==> config.mk <==
export PLATFORM = sky130hd
export DESIGN_NAME = multicycle_alu
export DESIGN_NICKNAME = d
export VERILOG_FILES = /design/src/rtl/multicycle_alu_pkg.sv /design/src/rtl/multicycle_alu_muldiv_iter.sv /design/src/rtl/multicycle_alu.sv
export SDC_FILE = /design/constraint.sdc
export NUM_CORES = 1
export LEC_CHECK = 0
export ABC_AREA = 1
export ABC_CLOCK_PERIOD_IN_PS = 4900
export BUFFER_PORTS_ARGS = -buffer_cell sky130_fd_sc_hd__clkbuf_2
export CAP_MARGIN = 20
export CORE_ASPECT_RATIO = 1.1
export CORE_MARGIN = 4
export CORE_UTILIZATION = 45
export CTS_BUF_LIST = sky130_fd_sc_hd__clkbuf_4
export DETAILED_ROUTE_END_ITERATION = 10
export HOLD_SLACK_MARGIN = 0.05
export PLACE_DENSITY_LB_ADDON = 0.3
export SYNTH_ARGS = -nofsm -noshare
export SYNTH_HDL_FRONTEND = slang
export SYNTH_HIERARCHICAL = 1
export SYNTH_SLANG_ARGS = --single-unit
==> constraint.sdc <==
create_clock -name clk -period 4.9 [get_ports clk]
set_clock_uncertainty 0.2 [all_clocks]
set_input_delay 0.98 -clock clk [delete_from_list [all_inputs] [get_ports clk]]
set_output_delay 0.98 -clock clk [all_outputs]
set_load 0.05 [all_outputs]
==> src/rtl/multicycle_alu_pkg.sv <==
// Shared opcode encodings and FSM state type for the multicycle ALU.
// The top level and the instruction decoder both use these encodings.
package multicycle_alu_pkg;

  localparam logic [3:0] OP_ADD   = 4'b0000;
  localparam logic [3:0] OP_SUB   = 4'b0001;
  localparam logic [3:0] OP_XOR   = 4'b0010;
  localparam logic [3:0] OP_OR    = 4'b0011;
  localparam logic [3:0] OP_AND   = 4'b0100;
  localparam logic [3:0] OP_SLL   = 4'b0101;
  localparam logic [3:0] OP_SRA   = 4'b0110;
  localparam logic [3:0] OP_SRL   = 4'b0111;
  localparam logic [3:0] OP_ORI   = 4'b1000;
  localparam logic [3:0] OP_LUI   = 4'b1001;
  localparam logic [3:0] OP_SLT   = 4'b1010;
  localparam logic [3:0] OP_SLTU  = 4'b1011;
  localparam logic [3:0] OP_MUL   = 4'b1100;
  localparam logic [3:0] OP_MULHU = 4'b1101;
  localparam logic [3:0] OP_DIVU  = 4'b1110;
  localparam logic [3:0] OP_REMU  = 4'b1111;

  typedef enum logic [1:0] {
    ST_IDLE = 2'd0,
    ST_MUL  = 2'd1,
    ST_DIV  = 2'd2,
    ST_DONE = 2'd3
  } state_t;

  // 11xx opcodes run on the iterative unit; bit 1 picks divide, bit 0 the upper half.
  function automatic logic is_iter(input logic [3:0] op);
    return op[3] & op[2];
  endfunction

endpackage

==> src/rtl/multicycle_alu_muldiv_iter.sv <==
// Iterative unsigned shift-add multiplier / restoring divider sharing one 2W accumulator.
// go loads the operands; done flags the final step, with result showing that step's outcome.
module multicycle_alu_muldiv_iter #(
  parameter int W = 32
) (
  input  logic         clk,
  input  logic         reset,
  input  logic         go,
  input  logic         abort,
  input  logic         is_div,
  input  logic         hi_sel,
  input  logic [W-1:0] a,
  input  logic [W-1:0] b,
  output logic         busy,
  output logic         done,
  output logic [W-1:0] result,
  output logic         div0
);

  localparam int CW = $clog2(W + 1);

  logic [CW-1:0]  count;
  logic [2*W-1:0] acc;
  logic [W-1:0]   b_q;
  logic           div_q;
  logic           hi_q;

  logic [W:0]     mul_sum;
  logic [W:0]     rem_sh;
  logic [W-1:0]   rem_diff;
  logic           fits;
  logic [2*W-1:0] acc_next;

  // Multiply: {hi, lo} accumulates into hi and shifts right; divide: {rem, quo} shifts left.
  always_comb begin
    mul_sum  = {1'b0, acc[2*W-1:W]} + (acc[0] ? {1'b0, b_q} : '0);
    rem_sh   = {acc[2*W-1:W], acc[W-1]};
    fits     = rem_sh >= {1'b0, b_q};
    rem_diff = rem_sh[W-1:0] - b_q;
    if (div_q)
      acc_next = {(fits ? rem_diff : rem_sh[W-1:0]), acc[W-2:0], fits};
    else
      acc_next = {mul_sum, acc[W-1:1]};
  end

  assign busy   = (count != '0);
  assign done   = busy && (count == CW'(1)) && !abort;
  assign result = hi_q ? acc_next[2*W-1:W] : acc_next[W-1:0];
  assign div0   = div_q && (b_q == '0);

  always_ff @(posedge clk or negedge reset) begin
    if (!reset) begin
      count <= '0;
      acc   <= '0;
      b_q   <= '0;
      div_q <= 1'b0;
      hi_q  <= 1'b0;
    end else if (abort) begin
      count <= '0;
    end else if (go) begin
      count <= CW'(W);
      acc   <= {{W{1'b0}}, a};
      b_q   <= b;
      div_q <= is_div;
      hi_q  <= hi_sel;
    end else if (busy) begin
      count <= count - CW'(1);
      acc   <= acc_next;
    end
  end

endmodule

==> src/rtl/multicycle_alu.sv <==
// Registered, handshaked RV32-style ALU: single-cycle ops finish next cycle,
// MUL/MULHU/DIVU/REMU run DATA_WIDTH steps on the iterative unit.
//  state | meaning
//  IDLE  | waiting, ready for a new op
//  MUL   | multiply stepping
//  DIV   | divide stepping
//  DONE  | valid_o pulse, can accept the next op
import multicycle_alu_pkg::*;

module multicycle_alu #(
  parameter int DATA_WIDTH = 32,
  parameter int SHAMT_W    = 5,
  parameter int LUI_SHIFT  = 12
) (
  input  logic                  clk,
  input  logic                  reset,
  input  logic                  start_i,
  input  logic [3:0]            ALU_Operation_i,
  input  logic [DATA_WIDTH-1:0] A_i,
  input  logic [DATA_WIDTH-1:0] B_i,
  input  logic                  abort_i,
  output logic                  ready_o,
  output logic                  valid_o,
  output logic [DATA_WIDTH-1:0] ALU_Result_o,
  output logic                  Zero_o,
  output logic                  Div0_o
);

  state_t                  state, state_next;
  logic                    accept;
  logic [SHAMT_W-1:0]      shamt;
  logic [DATA_WIDTH-1:0]   alu_res;
  logic                    md_go, md_busy, md_done, md_div0;
  logic [DATA_WIDTH-1:0]   md_result;
  logic                    div0_q;

  assign ready_o = (state == ST_IDLE) || (state == ST_DONE);
  assign valid_o = (state == ST_DONE);
  assign accept  = start_i && ready_o && !abort_i;
  assign md_go   = accept && is_iter(ALU_Operation_i);
  assign shamt   = B_i[SHAMT_W-1:0];

  always_comb begin
    alu_res = '0;
    case (ALU_Operation_i)
      OP_ADD:  alu_res = A_i + B_i;
      OP_SUB:  alu_res = A_i - B_i;
      OP_XOR:  alu_res = A_i ^ B_i;
      OP_OR:   alu_res = A_i | B_i;
      OP_AND:  alu_res = A_i & B_i;
      OP_SLL:  alu_res = A_i << shamt;
      OP_SRA:  alu_res = $unsigned($signed(A_i) >>> shamt);
      OP_SRL:  alu_res = A_i >> shamt;
      OP_ORI:  alu_res = A_i | B_i;
      OP_LUI:  alu_res = B_i << LUI_SHIFT;
      OP_SLT:  alu_res = {{(DATA_WIDTH-1){1'b0}}, $signed(A_i) < $signed(B_i)};
      OP_SLTU: alu_res = {{(DATA_WIDTH-1){1'b0}}, A_i < B_i};
      default: alu_res = '0;
    endcase
  end

  always_comb begin
    state_next = state;
    case (state)
      ST_IDLE, ST_DONE: begin
        if (abort_i || !accept)
          state_next = ST_IDLE;
        else if (is_iter(ALU_Operation_i))
          state_next = ALU_Operation_i[1] ? ST_DIV : ST_MUL;
        else
          state_next = ST_DONE;
      end
      ST_MUL, ST_DIV: begin
        if (abort_i || !md_busy)
          state_next = ST_IDLE;
        else if (md_done)
          state_next = ST_DONE;
      end
      default: state_next = ST_IDLE;
    endcase
  end

  always_ff @(posedge clk or negedge reset) begin
    if (!reset) state <= ST_IDLE;
    else        state <= state_next;
  end

  // Result and flags change only on completion; abort leaves them untouched.
  always_ff @(posedge clk or negedge reset) begin
    if (!reset) begin
      ALU_Result_o <= '0;
      div0_q       <= 1'b0;
    end else if (accept && !is_iter(ALU_Operation_i)) begin
      ALU_Result_o <= alu_res;
      div0_q       <= 1'b0;
    end else if ((state == ST_MUL || state == ST_DIV) && md_done) begin
      ALU_Result_o <= md_result;
      div0_q       <= md_div0;
    end
  end

  assign Zero_o = (ALU_Result_o == '0);
  assign Div0_o = div0_q;

  multicycle_alu_muldiv_iter #(.W(DATA_WIDTH)) u_muldiv (
    .clk    (clk),
    .reset  (reset),
    .go     (md_go),
    .abort  (abort_i),
    .is_div (ALU_Operation_i[1]),
    .hi_sel (ALU_Operation_i[0]),
    .a      (A_i),
    .b      (B_i),
    .busy   (md_busy),
    .done   (md_done),
    .result (md_result),
    .div0   (md_div0)
  );

endmodule

## Yosys cells after proc, flatten, opt, wreduce, memory -nomap -nowiden

Cells that the tools add are included.

| word-level totals | value |
|---|---|
| flip-flop bits (word level) | 139 |
| bits in latches | 0 |
| memory bits (writable) | 0 |
| bits in read-only memories | 0 |
| memories kept | 0 |

| operators by class | value |
|---|---|
| add/subtract/negate cells | 5 |
| multipliers | 0 |
| divide/modulo/power cells | 0 |
| order comparisons | 3 |
| equality and inequality tests | 16 |
| shifts and indexed selects | 3 |
| multiplexer cells | 20 |
| bitwise logic cells | 5 |
| reductions and logical operators | 29 |

Operators by type and width:

| kind | count |
|---|---|
| $pmux W32 S11 | 1 |
| $mux W64 | 3 |
| $mux W32 | 5 |
| $logic_not A32 Y1 | 2 |
| $lt A32 B32 Y1 | 2 |
| $sub A32 B32 Y32 | 2 |
| $add A32 B33 Y33 | 1 |
| $ge A33 B32 Y1 | 1 |
| $add A32 B32 Y32 | 1 |
| $and A32 B32 Y32 | 1 |
| $or A32 B32 Y32 | 1 |
| $shl A32 B5 Y32 | 1 |
| $shr A32 B5 Y32 | 1 |
| $sshr A32 B5 Y32 | 1 |
| $xor A32 B32 Y32 | 1 |
| $mux W6 | 3 |
| $eq A4 B3 Y1 const B | 4 |
| $eq A4 B4 Y1 const B | 4 |
| $mux W2 | 5 |
| $eq A4 B2 Y1 const B | 2 |
| $logic_and A1 B1 Y1 | 8 |
| $eq A6 B1 Y1 const B | 1 |
| $reduce_bool A6 Y1 | 1 |
| $reduce_or A2 Y1 | 3 |
| 16 further kinds | 26 |

## Logic depth before layout (Yosys ltp)

| logic depth | value |
|---|---|
| word-level depth | 8 |
| depth in mapped cells | 25 |
| mapped depth without buffers | 23 |

## Modules after synthesis

Netlist, hierarchy kept.

Modules (own cells, without submodules):

| module | times used | cells each | area an instance (um^2) | seq. area each (um^2) |
|---|---|---|---|---|
| multicycle_alu | 1 | 2433 | 12291.8 | 875.8 |
| multicycle_alu_muldiv_iter | 1 | 1782 | 10591.4 | 2602.5 |

## Worst setup path before layout

OpenSTA, ideal clock, no wires.

| timing path | value |
|---|---|
| kind | in2reg |
| start | input B_i[4] |
| end | register ALU_Result_o[31] |
| setup time | 118 ps |
| data arrival time | 3096 ps |
| path slack | 1486 ps |
| stages on the path | 20 |
| buffers on the path | 4 |
| path through | buf_2 > inv_1 > buf_2 > buf_1 > ha_1 > buf_2 > nor2_1 > nand2_1 > inv_1 > nand3_1 > nand2_1 > nand2_1 > nand2_1 > nand2_1 > nand2_1 > nand2_1 > nand3_1 > nand3_1 > nand2_1 > nand2_1 |

| between the ends | value |
|---|---|
| longest elaborated chain between the ends | 3 |
| elaborated cells on any way between the ends | 7 |

RTL lines:

| element | RTL line | text |
|---|---|---|
| start, declared | multicycle_alu.sv:20 | `input logic [DATA_WIDTH-1:0] B_i,` |
| $sub A32 B32 Y32 (tied with other cells) | multicycle_alu.sv:47 | `OP_SUB: alu_res = A_i - B_i;` |
| $pmux W32 S11 * | multicycle_alu.sv:45 | `case (ALU_Operation_i)` |
| $mux W32 * | multicycle_alu.sv:93 | `end else if (accept && !is_iter(ALU_Operation_i)) begin` |
| end signal, assigned | multicycle_alu.sv:94 | `ALU_Result_o <= alu_res;` |
| end signal, assigned | multicycle_alu.sv:97 | `ALU_Result_o <= md_result;` |
| end, declared | multicycle_alu.sv:24 | `output logic [DATA_WIDTH-1:0] ALU_Result_o,` |

Mark *: on every way between the ends. The rest lies on a longest branch, timed or not.
A chain may end at the register's enable or synchronous reset.

## Final worst setup path

| timing path | value |
|---|---|
| start | register u_muldiv.acc[0] |
| end | register ALU_Result_o[29] |

| between the ends | value |
|---|---|
| longest elaborated chain between the ends | 6 |

RTL lines:

| element | RTL line | text |
|---|---|---|
| start, declared | multicycle_alu_muldiv_iter.sv:23 | `logic [2*W-1:0] acc;` |
| start signal, assigned | multicycle_alu_muldiv_iter.sv:62 | `acc <= {{W{1'b0}}, a};` |
| start signal, assigned | multicycle_alu_muldiv_iter.sv:68 | `acc <= acc_next;` |
| $mux W32 | multicycle_alu_muldiv_iter.sv:36 | `mul_sum = {1'b0, acc[2*W-1:W]} + (acc[0] ? {1'b0, b_q} : '0);` |
| $add A32 B33 Y33 | multicycle_alu_muldiv_iter.sv:36 |  |
| $mux W64 | multicycle_alu_muldiv_iter.sv:40 | `if (div_q)` |
| $mux W32 | multicycle_alu_muldiv_iter.sv:48 | `assign result = hi_q ? acc_next[2*W-1:W] : acc_next[W-1:0];` |
| net md_result[29] | multicycle_alu.sv:34 | `logic [DATA_WIDTH-1:0] md_result;` |
| $mux W32 | multicycle_alu.sv:96 | `end else if ((state == ST_MUL \|\| state == ST_DIV) && md_done) begin` |
| $mux W32 | multicycle_alu.sv:93 |  |

The timed path passes the listed nets, and every way through them passes these cells. The select of a mux whose other input is x is not followed.

==> out/qor.yml <==
relSlewSlack_pct: 26.17
regArea_sq_um: 3481
async_reset_ff_share_pct: 100.0
yosys_warnings: 6
area_delta_synth_final_pct: 5.921
num_rows: 86
p_total_mw: 11.55
worst-setup-path-type: "reg -> reg"
synth-seq-area-share_pct: 15.20
cts-resized-gates: 0
postCtsSetupRepairBufs: 0
cp.required_ns: 5.21
cp_slowest_cell: "dfrtp_1"
fillers: 5767
cts_tree: "yes"
synth_top_area_cell: "nand2_1"
yosysUniqueCellTypes: 55
grt_overflow: 0
hpwl_mm: 93.51
grt.total_usage_pct: 40.47
post-route-period-util_pct: 83.10
htreeDepth: 4
cp_common_cell: "nand2_1"
r2r_start: "u_muldiv/acc[0]"
cts-root-buf: "clkbuf_4"
drv_slew: 0
syn_area_per_cell_sq_um: 5.429
drc_errors: 0
netlist_top_cells_area: "nand2_1 (25%), dfrtp_1 (15%), nand3_1 (11%)"
syn-cell-area_sq_um: 22880
die_area_sq_um: 54530
gp_congestion: 1.131
layout.nets: 4487
fin_tns_setup_ns: 0
hold_violations: 0
antenna_found_initial: 3
synth.most_common_cell: "nand2_1"
worst_ir_drop_vdd_mv: 0.2900
multi_input_area_sq_um: 16340
tightestPinTransition_ns: 1.106
ys.flop_type: "dfrtp_1"
leakagePower_nw: 13.76
placed_area_sq_um: 23920
min_period_ns: 4.072
grt_pass1_vias: 26330
worst_ep_arrival_time_ns: 4.39
crit_chain: "nand2_1 -> inv_1 -> ha_1 -> inv_1 -> fa_1 -> inv_1 -> nand3_1 -> nand2_1 -> nand2_1 -> nand2_1 -> nand3_1 -> nand2_1 -> nand2_1 -> nand2_1 -> nand2_1 -> nand3_1 -> nand2_1 -> nand2_1 -> nand2_1 -> nor2_1 -> nor2_1 -> nand2_1 -> nand2_1"
cp-start-kind: "flip-flop"
min_path_type: "in -> async"
drive_gt1_share_pct: 6.748
preCtsSetupSlack_ns: 0.8674
clk_pin_slew_ns: 0.15
final_antenna_net_count: 0
fin_ws_ns: 0.8279
port-buffer-count: 107
wl_mm: 114.3
ys_seq_elements: 139
maxCapViolations: 0
chipWidth_um: 223.0
dr.pass1.iters: 7
cp-startpoint: "u_muldiv/acc[0]"
setup_viol: 0
die_h_um: 244.5
grt_max_degree: 84
fmax_mhz: 245.6
vias: 28450
synth_top_area_share_pct: 24.54
core_area_sq_um: 50250
syn_nets: 4462
critPathMaxFanout: 19
drt_iter0_markers: 3650
stdcell_area_sq_um: 24240
clk_latency_ns: 0.62
routedWlPerCell_um: 23.24
ys_top_cells_by_count: "nand2_1 (1,496), inv_1 (567), nand3_1 (499)"
grt_pass1_wl_mm: 166.7
end_kind: "flip-flop"
cts_sinks: 139
synth_edf_count: 0
cp_slowest_stage_delay_ns: 0.92
clockBufferDepth: 2
vias_per_cell: 5.785
cts-buffers-inserted: 17
synthCells: 4215
status: "finished, final reports clean"
path_buf_inv: 3
start_util_pct: 45.54
power.density_nw_per_um2: 476.6
path_delay_family: "simple AND/OR/NAND/NOR gates"
io_pins: 108
rsz0062_at_grt: "no"
holdBufCountCts: 0
-- metrics by stage --
stage          hold slack (ns)  utilization (%)  std cells
6_report                0.2153            48.23       4917
5_1_grt                 0.2188            48.22       4914
4_1_cts                 0.1927            48.21       4913
3_5_place_dp            0.3017            47.61       4881
3_3_place_gp            0.2961            47.59       4880
2_1_floorplan           0.2750                -       4215
-- flip-flops by register name, summed over array words and instances (netlist names) --
name,count
u_muldiv/acc,64
ALU_Result_o,32
u_muldiv/b_q,32
u_muldiv/count,6
state,2
Div0_o,1
u_muldiv/div_q,1
u_muldiv/hi_q,1
-- layout make-up --
| class | count | area share (%) |
|---|---|---|
| clock inverters | 14 | 0.6969 |
| diodes | 4 | 0.04130 |
| well taps | 660 | 3.407 |
| flip-flops and latches | 139 | 14.36 |
| clock buffers | 18 | 0.5575 |
| repair buffers | 170 | 4.393 |
| inverters | 588 | 9.127 |
| multi-input cells | 3324 | 67.42 |
-- cell usage in the layout (no fill, tap or decap), types with 11 or more instances in the layout --
master / synthesis / layout
ha_1: 171 / 171
clkbuf_4: 0 / 18
nand2_2: 10 / 11
buf_4: 13 / 59
clkbuf_2: 5 / 106
nor4_1: 14 / 14
nor3_1: 41 / 41
o21bai_1: 13 / 13
o21ai_0: 188 / 188
o211ai_1: 53 / 53
nand3_1: 499 / 499
xnor2_1: 16 / 16
or2_2: 26 / 26
inv_2: 18 / 19
and2_1: 13 / 13
a21oi_1: 183 / 183
inv_1: 567 / 566
o21ai_1: 23 / 23
nand4_1: 77 / 77
nand2_1: 1496 / 1495
xor2_1: 15 / 15
dfrtp_1: 139 / 137
nand3b_1: 18 / 18
nor2_1: 398 / 398
-- cells by family after synthesis --
group | Yosys count | share of synthesized area (%)
xor gates and xnor gates | 31 | 1.187
buffers and inverters | 752 | 13.42
AOI/OAI and AO/OA | 494 | 11.93
and+or+nand+nor | 2623 | 48.51
adders and majority gates | 175 | 9.700
muxes | 1 | 0.04921
DFF | 139 | 15.20
-- metal layers --
metal	vias to the layer above	wire length (um)	share of wire [%]	global-route usage, %
met5	-	20	0.018	0
met4	4	11540	10	31.33
met3	432	10510	9.2	5.282
met2	1635	50160	44	64.90
met1	12850	42030	37	49.08
li1	13520	-	-	-
-- worst paths after layout --
check / end / slack (ns) / depth (start not counted)
min in group clk: ALU_Result_o[5] / 0.32 / 2
worst max register to register: ALU_Result_o[29] / 0.83 / 23
worst max-delay path: ALU_Result_o[29] / 0.83 / 23
worst min-delay path: u_muldiv/acc[7] / 0.22 / 1
max in group asynchronous: u_muldiv/acc[19] / 3.31 / 2
worst min register to register: ALU_Result_o[5] / 0.32 / 2
-- worst register-to-register path: stages, from the launching register on --
cell,delay [ns]
dfrtp_1,0.92
nand2_1,0.11
inv_1,0.09
ha_1,0.25
inv_1,0.09
fa_1,0.42
inv_1,0.13
nand3_1,0.08
nand2_1,0.19
nand2_1,0.08
nand2_1,0.10
nand3_1,0.14
nand2_1,0.21
nand2_1,0.16
nand2_1,0.10
nand2_1,0.05
nand3_1,0.08
nand2_1,0.13
nand2_1,0.08
nand2_1,0.06
nor2_1,0.10
nor2_1,0.07
nand2_1,0.12
nand2_1,0.05
-- report_power, final --
| part | total (mW) | switching, mW | internal, mW |
|---|---|---|---|
| clock network | 0.861 | 0.500 | 0.360 |
| logic | 8.41 | 5.85 | 2.56 |
| registers | 2.29 | 0.630 | 1.66 |
| total | 11.6 | 6.98 | 4.57 |
No activity file was read; power rests on OpenSTA's default activity.
